**config.mk**
```make
export PLATFORM = sky130hd
export DESIGN_NAME = pdm_capture_sequencer_flat
export DESIGN_NICKNAME = d
export VERILOG_FILES = /design/src/rtl/pdm_capture_sequencer_if.sv /design/src/rtl/pdm_capture_sequencer.sv /design/src/flat_wrapper.sv
export SDC_FILE = /design/constraint.sdc
export NUM_CORES = 1
export LEC_CHECK = 0
export ABC_AREA = 1
export CORE_MARGIN = 3
export CORE_UTILIZATION = 49
export CTS_CLUSTER_SIZE = 24
export DETAILED_ROUTE_END_ITERATION = 8
export PLACE_DENSITY = 0.86
export SYNTH_ARGS = -nofsm -noshare
export SYNTH_HDL_FRONTEND = slang
export SYNTH_SLANG_ARGS = --single-unit
```
**constraint.sdc**
```tcl
create_clock -name clk -period 4.5 [get_ports clk]
set_input_delay 0.675 -clock clk [delete_from_list [all_inputs] [get_ports clk]]
set_output_delay 0.675 -clock clk [all_outputs]
set_load 0.05 [all_outputs]
```
**src/rtl/pdm_capture_sequencer_if.sv**
```systemverilog
// Stereo PCM frame handshake between pdm_capture_sequencer and its consumer.
// PCM_CLIP_DETECT_EN adds the per-frame clip flag.
interface pdm_capture_sequencer_if #(
  parameter int W = 16
) ();
  logic         out_valid;
  logic         out_ready;
  logic [W-1:0] out_left;
  logic [W-1:0] out_right;
`ifdef PCM_CLIP_DETECT_EN
  logic         clip;
`endif

`ifdef PCM_CLIP_DETECT_EN
  modport master (output out_valid, output out_left, output out_right, output clip, input out_ready);
  modport slave  (input out_valid, input out_left, input out_right, input clip, output out_ready);
`else
  modport master (output out_valid, output out_left, output out_right, input out_ready);
  modport slave  (input out_valid, input out_left, input out_right, output out_ready);
`endif
endinterface

```
**src/rtl/pdm_capture_sequencer.sv**
```systemverilog
// PDM capture sequencer: PDM mic clock, per-channel sample strobes, CIC comb
// strobe, CIC clear/warm-up handling and stereo frame hand-off.
// Optional feature: define PCM_CLIP_DETECT_EN to add the out_if.clip flag.
module pdm_capture_sequencer #(
  parameter int W       = 16,
  parameter int CLK_DIV = 20,
  parameter int DECIM   = 32,
  parameter int WARMUP  = 4
) (
  input  logic                           clk,
  input  logic                           reset,
  input  logic                           enable,
  output logic                           pdm_clk,
  output logic                           en_left,
  output logic                           en_right,
  output logic                           en_pcm,
  output logic                           cic_reset,
  input  logic [W-1:0]                   pcm_l,
  input  logic [W-1:0]                   pcm_r,
  output logic                           overrun,
  output logic                           busy,
  pdm_capture_sequencer_if.master        out_if
);

  localparam int CW = $clog2(CLK_DIV);
  localparam int DW = $clog2(DECIM);
  localparam int WW = (WARMUP > 0) ? $clog2(WARMUP + 1) : 1;

  localparam logic [CW-1:0] CNT_LAST  = CW'(CLK_DIV - 1);
  localparam logic [CW-1:0] CNT_HALF  = CW'(CLK_DIV / 2);
  localparam logic [CW-1:0] CNT_LEFT  = CW'(CLK_DIV / 2 - 3);
  localparam logic [CW-1:0] CNT_RIGHT = CW'(CLK_DIV - 2);
  localparam logic [CW-1:0] CNT_ONE   = CW'(1);
  localparam logic [DW-1:0] DIV_LAST  = DW'(DECIM - 1);
  localparam logic [WW-1:0] WARM_END  = WW'(WARMUP);

  typedef enum logic [1:0] {S_IDLE, S_FLUSH, S_WARM, S_RUN} state_t;

  state_t        state;
  logic [CW-1:0] cnt;
  logic [CW-1:0] cnt_nxt;
  logic [DW-1:0] div;
  logic [WW-1:0] warm;
  logic          timing_on;
  logic          period_end;
  logic          capture;
  logic          frame_free;

  // Strobe and status decodes of the registered state/counters
  always_comb begin
    timing_on  = (state == S_WARM) || (state == S_RUN);
    period_end = timing_on && (cnt == CNT_LAST);
    cnt_nxt    = cnt + CNT_ONE;
    en_left    = timing_on && (cnt == CNT_LEFT);
    en_right   = timing_on && (cnt == CNT_RIGHT);
    en_pcm     = period_end && (div == DIV_LAST);
    // WARMUP=0 makes warm==WARM_END true on the first comb strobe, so that
    // sample is captured without a separate pass-through path.
    capture    = en_pcm && ((state == S_RUN) || (warm == WARM_END));
    frame_free = !out_if.out_valid || out_if.out_ready;
    cic_reset  = (state == S_IDLE) || (state == S_FLUSH);
    busy       = (state != S_IDLE);
  end

  // Sequencer FSM with PDM period / decimation counters and overrun flag
  always_ff @(posedge clk) begin
    if (reset) begin
      state   <= S_IDLE;
      cnt     <= '0;
      div     <= '0;
      warm    <= '0;
      pdm_clk <= 1'b0;
      overrun <= 1'b0;
    end else begin
      if (capture && !frame_free) overrun <= 1'b1;
      case (state)
        S_IDLE: begin
          cnt     <= '0;
          div     <= '0;
          warm    <= '0;
          pdm_clk <= 1'b0;
          if (enable) state <= S_FLUSH;
        end
        S_FLUSH: begin
          overrun <= 1'b0;
          pdm_clk <= 1'b0;
          if (cnt == CNT_ONE) begin
            cnt   <= '0;
            div   <= '0;
            warm  <= '0;
            state <= enable ? S_WARM : S_IDLE;
          end else begin
            cnt <= cnt_nxt;
          end
        end
        S_WARM, S_RUN: begin
          if (period_end) begin
            cnt     <= '0;
            pdm_clk <= 1'b0;
            div     <= (div == DIV_LAST) ? '0 : div + 1'b1;
            if (en_pcm && state == S_WARM) begin
              if (warm == WARM_END) state <= S_RUN;
              else                  warm  <= warm + 1'b1;
            end
            // A stop request wins over the warm-up -> run transition
            if (!enable) state <= S_IDLE;
          end else begin
            cnt     <= cnt_nxt;
            pdm_clk <= (cnt_nxt >= CNT_HALF);
          end
        end
        default: state <= S_IDLE;
      endcase
    end
  end

`ifdef PCM_CLIP_DETECT_EN
  localparam logic [W-1:0] PCM_MAX = {1'b0, {(W-1){1'b1}}};
  localparam logic [W-1:0] PCM_MIN = {1'b1, {(W-1){1'b0}}};
`endif

  // Frame holding register: load on capture when free, clear on accept
  always_ff @(posedge clk) begin
    if (reset) begin
      out_if.out_valid <= 1'b0;
      out_if.out_left  <= '0;
      out_if.out_right <= '0;
`ifdef PCM_CLIP_DETECT_EN
      out_if.clip      <= 1'b0;
`endif
    end else if (capture && frame_free) begin
      out_if.out_valid <= 1'b1;
      out_if.out_left  <= pcm_l;
      out_if.out_right <= pcm_r;
`ifdef PCM_CLIP_DETECT_EN
      out_if.clip      <= (pcm_l == PCM_MAX) || (pcm_l == PCM_MIN) ||
                          (pcm_r == PCM_MAX) || (pcm_r == PCM_MIN);
`endif
    end else if (out_if.out_valid && out_if.out_ready) begin
      out_if.out_valid <= 1'b0;
    end
  end

endmodule
```
**src/flat_wrapper.sv**
```systemverilog
// flat-port wrapper written by rule: the top's interface ports become plain ports
module pdm_capture_sequencer_flat 
#(
  parameter int W       = 16,
  parameter int CLK_DIV = 20,
  parameter int DECIM   = 32,
  parameter int WARMUP  = 4
)
  (clk, reset, enable, pdm_clk, en_left, en_right, en_pcm, cic_reset, pcm_l, pcm_r, overrun, busy, out_if_out_valid, out_if_out_left, out_if_out_right, out_if_out_ready);
  pdm_capture_sequencer_if #(.W(W)) out_if_i ();
  input  logic clk;
  input  logic reset;
  input  logic enable;
  output logic pdm_clk;
  output logic en_left;
  output logic en_right;
  output logic en_pcm;
  output logic cic_reset;
  input  logic [W-1:0] pcm_l;
  input  logic [W-1:0] pcm_r;
  output logic overrun;
  output logic busy;
  output wire logic [$bits(out_if_i.out_valid)-1:0] out_if_out_valid;
  output wire logic [$bits(out_if_i.out_left)-1:0] out_if_out_left;
  output wire logic [$bits(out_if_i.out_right)-1:0] out_if_out_right;
  input wire logic [$bits(out_if_i.out_ready)-1:0] out_if_out_ready;
  assign out_if_out_valid = out_if_i.out_valid;
  assign out_if_out_left = out_if_i.out_left;
  assign out_if_out_right = out_if_i.out_right;
  assign out_if_i.out_ready = out_if_out_ready;
  pdm_capture_sequencer #(.W(W), .CLK_DIV(CLK_DIV), .DECIM(DECIM), .WARMUP(WARMUP)) u_core (.clk(clk), .reset(reset), .enable(enable), .pdm_clk(pdm_clk), .en_left(en_left), .en_right(en_right), .en_pcm(en_pcm), .cic_reset(cic_reset), .pcm_l(pcm_l), .pcm_r(pcm_r), .overrun(overrun), .busy(busy), .out_if(out_if_i));
endmodule
```
Word level (Yosys, flattened, before mapping). Cells that the tools add are included.

Bits in registers: 50. Bits of input ports: 36. Output and inout bits: 40. Logic and storage cells: 77.

Add/sub/neg operators: 3. Order comparisons: 1. Equal/unequal tests: 16. Muxes and demuxes: 24. Reductions and logical operators: 24.

Operator list (count): one-hot mux 5 bit (3 select lines) (2); two-way mux 5 bit (5); equality test 5 bit (second input constant) (3); two-way mux 2 bit (7); two-way mux 3 bit (4); adder 5 x 1 -> 5 bit (second input constant) (2); logical AND 1 bit (9); one-hot mux 3 bit (3 select lines) (1); != test 2 bit (second input constant) (3); != test 3 x 2 -> 1 bit (second input constant) (2); one-hot mux 2 bit (3 select lines) (1); OR reduction 2 bit (3); equality test 5 x 1 -> 1 bit (second input constant) (1); equality test 5 x 3 -> 1 bit (second input constant) (1); greater-or-equal comparator 5 x 4 -> 1 bit (second input constant) (1); AND reduction 5 bit (1); equality test 2 bit (second input constant) (2); logical OR 1 bit (4); != test 2 x 1 -> 1 bit (second input constant) (2); AND reduction 4 bit (1); nonzero test 2 bit (2); adder 3 x 1 -> 3 bit (second input constant) (1); equality test 3 bit (second input constant) (1); two-way mux 1 bit (3); 5 further kinds (6).

Longest topological paths before layout. Gate-level depths: netlist of the first run.

Depth in word-level cells: 9. Gate-level depth with buffers: 12.

Worst setup path after synthesis of the first run. OpenSTA, ideal clock, no wires.

Kind: register -> output. Start: register u_core.cnt[0]. End: output port en_left. Arrival: 1.743 ns. Required time: 3.825 ns. Path slack: 2.082 ns. Stages on the path, launching flop included: 4. Path buffers: 0. Cell sequence: dfxtp_1 ha_1 nand3_1 nor3_1.

Word-level cells in the longest chain between the ends: 2.

Ends and longest elaborated chain: start: declaration (RTL line pdm_capture_sequencer.sv:40) `logic [CW-1:0] cnt;`; start signal: assignment (RTL line pdm_capture_sequencer.sv:93) `cnt <= cnt_nxt;`; start signal: assignment (RTL line pdm_capture_sequencer.sv:108) `cnt <= cnt_nxt;`; equality test 5 x 3 -> 1 bit (RTL line pdm_capture_sequencer.sv:54) `en_left = timing_on && (cnt == CNT_LEFT);`; logical AND 1 bit (RTL line pdm_capture_sequencer.sv:54); end: declaration (RTL line flat_wrapper.sv:15) `output logic en_left;`.

Every way passes these cells.

Worst setup path after layout of the first run.
Start: register u_core.div[0]. End: output port en_pcm.

Word-level cells in the longest chain between the ends: 2.

Ends and longest elaborated chain: start: declaration (RTL line pdm_capture_sequencer.sv:42) `logic [DW-1:0] div;`; start signal: assignment (RTL line pdm_capture_sequencer.sv:100) `div <= (div == DIV_LAST) ? '0 : div + 1'b1;`; equality test 5 bit (RTL line pdm_capture_sequencer.sv:56) `en_pcm = period_end && (div == DIV_LAST);`; logical AND 1 bit (RTL line pdm_capture_sequencer.sv:56); end: declaration (RTL line flat_wrapper.sv:17) `output logic en_pcm;`.

Every way passes these cells.

==> results of run 1 <==
==> state kept, by name, indices dropped and copies added (netlist names) <==
signal                   cells
u_core.pdm_clk               1
u_core.div                   5
u_core.cnt                   5
u_core.out_if.out_right     16
u_core.state                 2
u_core.overrun               1
u_core.out_if.out_left      16
u_core.warm                  3
u_core.out_if.out_valid      1
==> placed cells by master (no fill, tap or decap), types with 2 or more instances in the layout <==
cell type                         instances
sky130_fd_sc_hd__nand2_2                  3
sky130_fd_sc_hd__nand2_1                 61
sky130_fd_sc_hd__nor2_1                  23
sky130_fd_sc_hd__nand3_2                 12
sky130_fd_sc_hd__nand3_1                 32
sky130_fd_sc_hd__clkinv_1                 3
sky130_fd_sc_hd__inv_1                   21
sky130_fd_sc_hd__dfxtp_1                 50
sky130_fd_sc_hd__nand4_1                  2
sky130_fd_sc_hd__nor3_1                   2
sky130_fd_sc_hd__clkbuf_8                 6
sky130_fd_sc_hd__or2_2                    2
sky130_fd_sc_hd__xnor2_1                  2
sky130_fd_sc_hd__clkdlybuf4s50_1         75
sky130_fd_sc_hd__buf_4                    2
sky130_fd_sc_hd__a21oi_1                 29
sky130_fd_sc_hd__a21oi_2                 13
sky130_fd_sc_hd__ha_1                     7
sky130_fd_sc_hd__o21ai_0                  6
==> power breakdown <==
group	leakage [nW]	total [mW]	internal, mW	switching (mW)
logic	0.651	0.312	0.121	0.191
clock network	0.0472	0.272	0.124	0.148
registers	0.404	0.515	0.478	0.0374
total	1.10	1.10	0.722	0.376
==> final timing paths <==
check / endpoint / depth (start not counted)
max: en_pcm / 7
min: u_core.out_if.out_right[10] / 2
max reg2reg: u_core.out_if.out_left[14] / 10
min reg2reg: u_core.out_if.out_right[10] / 2
==> per-layer routing <==
layer | wire length (um) | track usage
met5 | 0 | 0
met4 | 62 | 0.0621
met3 | 375 | 0.0501
met2 | 2610 | 0.361
met1 | 2360 | 0.243
==> worst max-delay path, cell delays in order (launching register included) <==
cell and delay, ns:
sky130_fd_sc_hd__dfxtp_1 0.38, sky130_fd_sc_hd__ha_1 0.18, sky130_fd_sc_hd__nand2_1 0.07, sky130_fd_sc_hd__nor2_1 0.09
sky130_fd_sc_hd__ha_1 0.18, sky130_fd_sc_hd__nand2_1 0.11, sky130_fd_sc_hd__nor2_4 0.16, sky130_fd_sc_hd__clkdlybuf4s50_1 0.81
==> final cells by class <==
cell class                 count  area, sq um
fill                         385         1380
inverter                      24         90.1
clock buffer                   6         82.6
tap                           52         65.1
sequential                    50         1000
timing repair buffer          77          766
clock inverter                 2         12.5
multi-input combinational    200         1110
==> logic make-up after synthesis <==
group,Yosys count,share of synthesized area
XOR/XNOR,3,0.0112
AO/OA/AOI/OAI,48,0.123
adder cells (fa/ha/maj),7,0.0372
buffers and inverters,39,0.105
AND/OR/NAND/NOR,142,0.299
flip-flops,50,0.425
==> run summary, run 1 <==
run status = complete, no violations
ant diodes = 0
post-DR wirelength/cell = 13.2 um
final layout net count = 401
setup repair after global routing missed its margin = no
Min-Delay Startpoint = u_core.out_if.out_right[10]
Remaining DRCs = 0
most area-hungry cell type in the Yosys netlist = sky130_fd_sc_hd__dfxtp_1
vertical extent of the die = 75.3 um
Clock H-tree levels = 2
Placement Rows = 24
Final Critical Period = 2.95 ns
Starting Density = 0.523
wire length of the first global-routing pass = 8.98 mm
clock root cell = sky130_fd_sc_hd__clkbuf_8
Critical Path Fanout Max = 4
mean instance size in the synthesized netlist = 8.15 sq um
endpoints failing hold = 0
total negative slack for setup checks = 0 ns
initial antenna violation count = 0
number of pins with negative max-slew slack in the final report = 0
proportion of layout cells with a drive suffix above 1 = 0.123
max-slew headroom at the worst pin = 0.644
post-synth net total = 332
commonest cells in the netlist = sky130_fd_sc_hd__nand2_1, sky130_fd_sc_hd__dfxtp_1, sky130_fd_sc_hd__nand3_1
transition time at the pin with the least slew margin = 0.532 ns
via count of the first global-routing pass = 2044
core utilization of the finished layout = 0.693
Peak VDD IR = 0.291 mV
TritonCTS clock tree = yes
DR iter-0 viols = 129
buffer levels on the longest clock path = 2
quantity of hold-fixing buffers added after cts = 0
critical path launch point type = register
Hold/Removal Path Class = register to register
Remaining Overflow, GRT = 0
internal reg-to-reg setup slack = 2.30 ns
routability-driven placement congestion ratio = 0.875
final clock period utilization by the worst path = 0.656
proportion of synthesized chip area in sequential cells = 0.425
FF-to-FF Start = u_core.div[0]
Routed Wire Length = 5.41 mm
count of port buffers added during placement = 75
setup slack of the critical path after layout = 1.55 ns
insertion delay of the later-clocked pin in the worst-skew pair = 0.30 ns
fraction of registers with async set/reset = 0
CTS buffer count = 5
number of placed instances with taps included = 403
worst path required time = 3.83 ns
post-cts resize count = 0
number of iterations in the first detailed-routing pass = 4
post-synthesis register bit count = 50
total power = 1.10 mW
area of the die = 5670 sq um
pin count of the biggest net entering global routing = 37
Static Leakage = 1.10 nW
Synth Flop Type = sky130_fd_sc_hd__dfxtp_1
number of post-CTS setup repair buffers = 0
Crit path arrival time = 2.28 ns
DP HPWL = 3.78 mm
Post-Synthesis Cell Area = 2350 sq um
post-layout instance area = 3120 sq um
final setup violation count = 0
library cell with the highest instance count after synthesis = sky130_fd_sc_hd__nand2_1
post-route non-filler standard cell count = 411
total global-route track usage = 0.204
Pwr per Cell Area = 352 nW/um^2
critical path capture point type = output port
number of warnings reported in the yosys synthesis log = 0
worst setup skew after layout = 0.00386 ns
pre-CTS WS = 1.91 ns
total of max-cap violations = 0
crit path kind = register to output port
number of enable-type register cells in the synthesized netlist = 0
ANT nets after route = 0
Die Width = 75.3 um
smallest hold slack = 0.461 ns
number of distinct library cell variants in the gate-level netlist after synthesis = 27
Critical Path Start = u_core.div[0]
synthesized instance count = 289
CTS sink count = 50
IO Count = 76
cell types with the largest area share after synthesis = sky130_fd_sc_hd__dfxtp_1, sky130_fd_sc_hd__nand2_1, sky130_fd_sc_hd__nand3_1, sky130_fd_sc_hd__a21oi_1, sky130_fd_sc_hd__nand3_2
post-detailed-placement cell area = 3030 sq um
fraction of synthesized cell area taken by the top area cell type = 0.425
Clock Pin Slew Worst Setup and Hold Paths = 0.09 ns
Placeable Area = 4500 sq um
overall via count from detail_route = 2144
DR vias/cell = 5.22
highest achievable clock rate = 339 MHz
Layout Area Growth over Synthesis = 32.6%
No activity file was read; power rests on OpenSTA's default activity.
==> run 2, diff against run 1 <==
--- a/config.mk
+++ b/config.mk
@@ -7,10 +7,10 @@
 export LEC_CHECK = 0
 export ABC_AREA = 1
 export CORE_MARGIN = 3
-export CORE_UTILIZATION = 49
+export CORE_UTILIZATION = 41
 export CTS_CLUSTER_SIZE = 24
 export DETAILED_ROUTE_END_ITERATION = 8
-export PLACE_DENSITY = 0.86
+export PLACE_DENSITY = 0.77
 export SYNTH_ARGS = -nofsm -noshare
 export SYNTH_HDL_FRONTEND = slang
 export SYNTH_SLANG_ARGS = --single-unit
==> constraint.sdc (replaced) <==
create_clock -name clk -period 2.5 [get_ports clk]
set_input_delay 0.375 -clock clk [delete_from_list [all_inputs] [get_ports clk]]
set_output_delay 0.375 -clock clk [all_outputs]
set_load 0.05 [all_outputs]
==> run 2 against run 1 <==
  * Clock power increased by 100%
  * Power is 86% higher
  * Clock-buffer cell count rose by 1
  * Clock skew is 0.0026 ns higher
  * Sequential cell count did not move
  * Core utilization down 9.6 points
  * Via count decreased by 1.3%
  * Die area increased by 18%
  * Highest routed layer unchanged
==> run summary, run 2 (synthesis results as in run 1) <==
Hold/Removal Path Class = register to register
met1 global-route usage = 0.195
Pwr per Cell Area = 641 nW/um^2
final setup violation count = 0
Static Leakage = 1.14 nW
worst path required time = 2.12 ns
post-layout instance area = 3180 sq um
Crit path arrival time = 1.99 ns
number of placed instances with taps included = 423
quantity of hold-fixing buffers added after cts = 0
Clock Pin Slew Worst Setup and Hold Paths = 0.09 ns
CTS buffer count = 5
most used routing layer in global routing = met2
ANT nets after route = 0
count of fill cells added during filler insertion = 477
global-route met2 utilization = 0.288
Remaining DRCs = 0
wire length of the first global-routing pass = 8.69 mm
CTS sink count = 50
post-DR wirelength/cell = 12.6 um
Routed Wire Length = 5.43 mm
clock root cell = sky130_fd_sc_hd__clkbuf_8
DP HPWL = 3.85 mm
critical path capture point type = output port
setup repair after global routing missed its margin = no
Placeable Area = 5340 sq um
post-detailed-placement cell area = 3080 sq um
Critical Path Fanout Max = 12
run status = complete, no violations
insertion delay of the later-clocked pin in the worst-skew pair = 0.30 ns
buffer levels on the longest clock path = 2
Placement Rows = 26
Layout Area Growth over Synthesis = 35.2%
overall via count from detail_route = 2116
final layout net count = 403
count of port buffers added during placement = 75
critical path launch point type = register
number of iterations in the first detailed-routing pass = 4
Peak VDD IR = 0.561 mV
Die Width = 81.8 um
commonest cells after routing, fill and taps aside = sky130_fd_sc_hd__clkdlybuf4s50_1, sky130_fd_sc_hd__nand2_1, sky130_fd_sc_hd__dfxtp_1
global routing usage on met3 = 0.0471
number of pins with negative max-slew slack in the final report = 0
largest registers = u_core.out_if.out_left: 16 flops, u_core.out_if.out_right: 16 flops
post-route non-filler standard cell count = 431
endpoints failing hold = 0
worst setup skew after layout = 0.00646 ns
Final Critical Period = 2.37 ns
Remaining Overflow, GRT = 0
total global-route track usage = 0.165
total power = 2.04 mW
total negative slack for setup checks = 0 ns
IO Count = 76
Clock H-tree levels = 2
vertical extent of the die = 81.8 um
Starting Density = 0.441
final clock period utilization by the worst path = 0.947
TritonCTS clock tree = yes
number of post-CTS setup repair buffers = 0
post-cts resize count = 0
max-slew headroom at the worst pin = 0.646
highest achievable clock rate = 422 MHz
pin count of the biggest net entering global routing = 34
routability-driven placement congestion ratio = 0.892
initial antenna violation count = 0
crit path kind = register to output port
transition time at the pin with the least slew margin = 0.529 ns
total of max-cap violations = 0
via count of the first global-routing pass = 1983
area of the die = 6690 sq um
proportion of layout cells with a drive suffix above 1 = 0.125
ant diodes = 0
DR iter-0 viols = 86
most frequent standard cell in the layout excluding fill and tap cells = sky130_fd_sc_hd__clkdlybuf4s50_1
DR vias/cell = 4.91
-- run 2: routing by layer --
layer | share of wire | routed length [um] | up-vias
met5 | 0 | 0 | -
met4 | 0.0046 | 25 | 0
met3 | 0.079 | 427 | 4
met2 | 0.47 | 2530 | 58
met1 | 0.45 | 2450 | 972
li1 | - | - | 1082
-- run 2: worst max-delay path, stage by stage, from the launching register on --
cell	delay, ns
sky130_fd_sc_hd__dfxtp_1	0.55
sky130_fd_sc_hd__inv_1	0.19
sky130_fd_sc_hd__nand2_1	0.14
sky130_fd_sc_hd__clkdlybuf4s50_1	0.81
-- run 2: per-stage QoR --
step                      worst slack, ns  hold slack (ns)  utilization
after CTS                         0.00918            0.460        0.596
after global placement              0.404            0.436        0.576
after floorplan                     0.382            0.445            -
after global routing               0.0179            0.484        0.597
after detailed placement            0.367            0.447        0.576
final                               0.131            0.459        0.597
-- run 2: path summary, 6_finish.rpt --
path,start,endpoint,slack (ns),cells after the start
hold reg to reg,u_core.overrun,u_core.overrun,0.46,2
setup / recovery,u_core.state[1],busy,0.13,3
hold / removal,u_core.overrun,u_core.overrun,0.46,2
setup reg to reg,u_core.div[0],u_core.out_if.out_left[5],0.40,10
-- run 2: area by class of cell --
type                            count  area, sq um  area share
Clock buffer                        7         76.3      0.0240
Inverter                           24         90.1      0.0283
Tap cell                           70         87.6      0.0275
Clock inverter                      1         30.0     0.00943
Timing Repair Buffer               79          793       0.249
Sequential cell                    50         1000       0.314
Multi-Input combinational cell    200         1110       0.347
-- run 2: power breakdown --
| part | total (mW) | switching, mW | internal [mW] |
|---|---|---|---|
| clock network | 0.549 | 0.249 | 0.300 |
| registers | 0.928 | 0.0677 | 0.860 |
| logic | 0.564 | 0.343 | 0.221 |
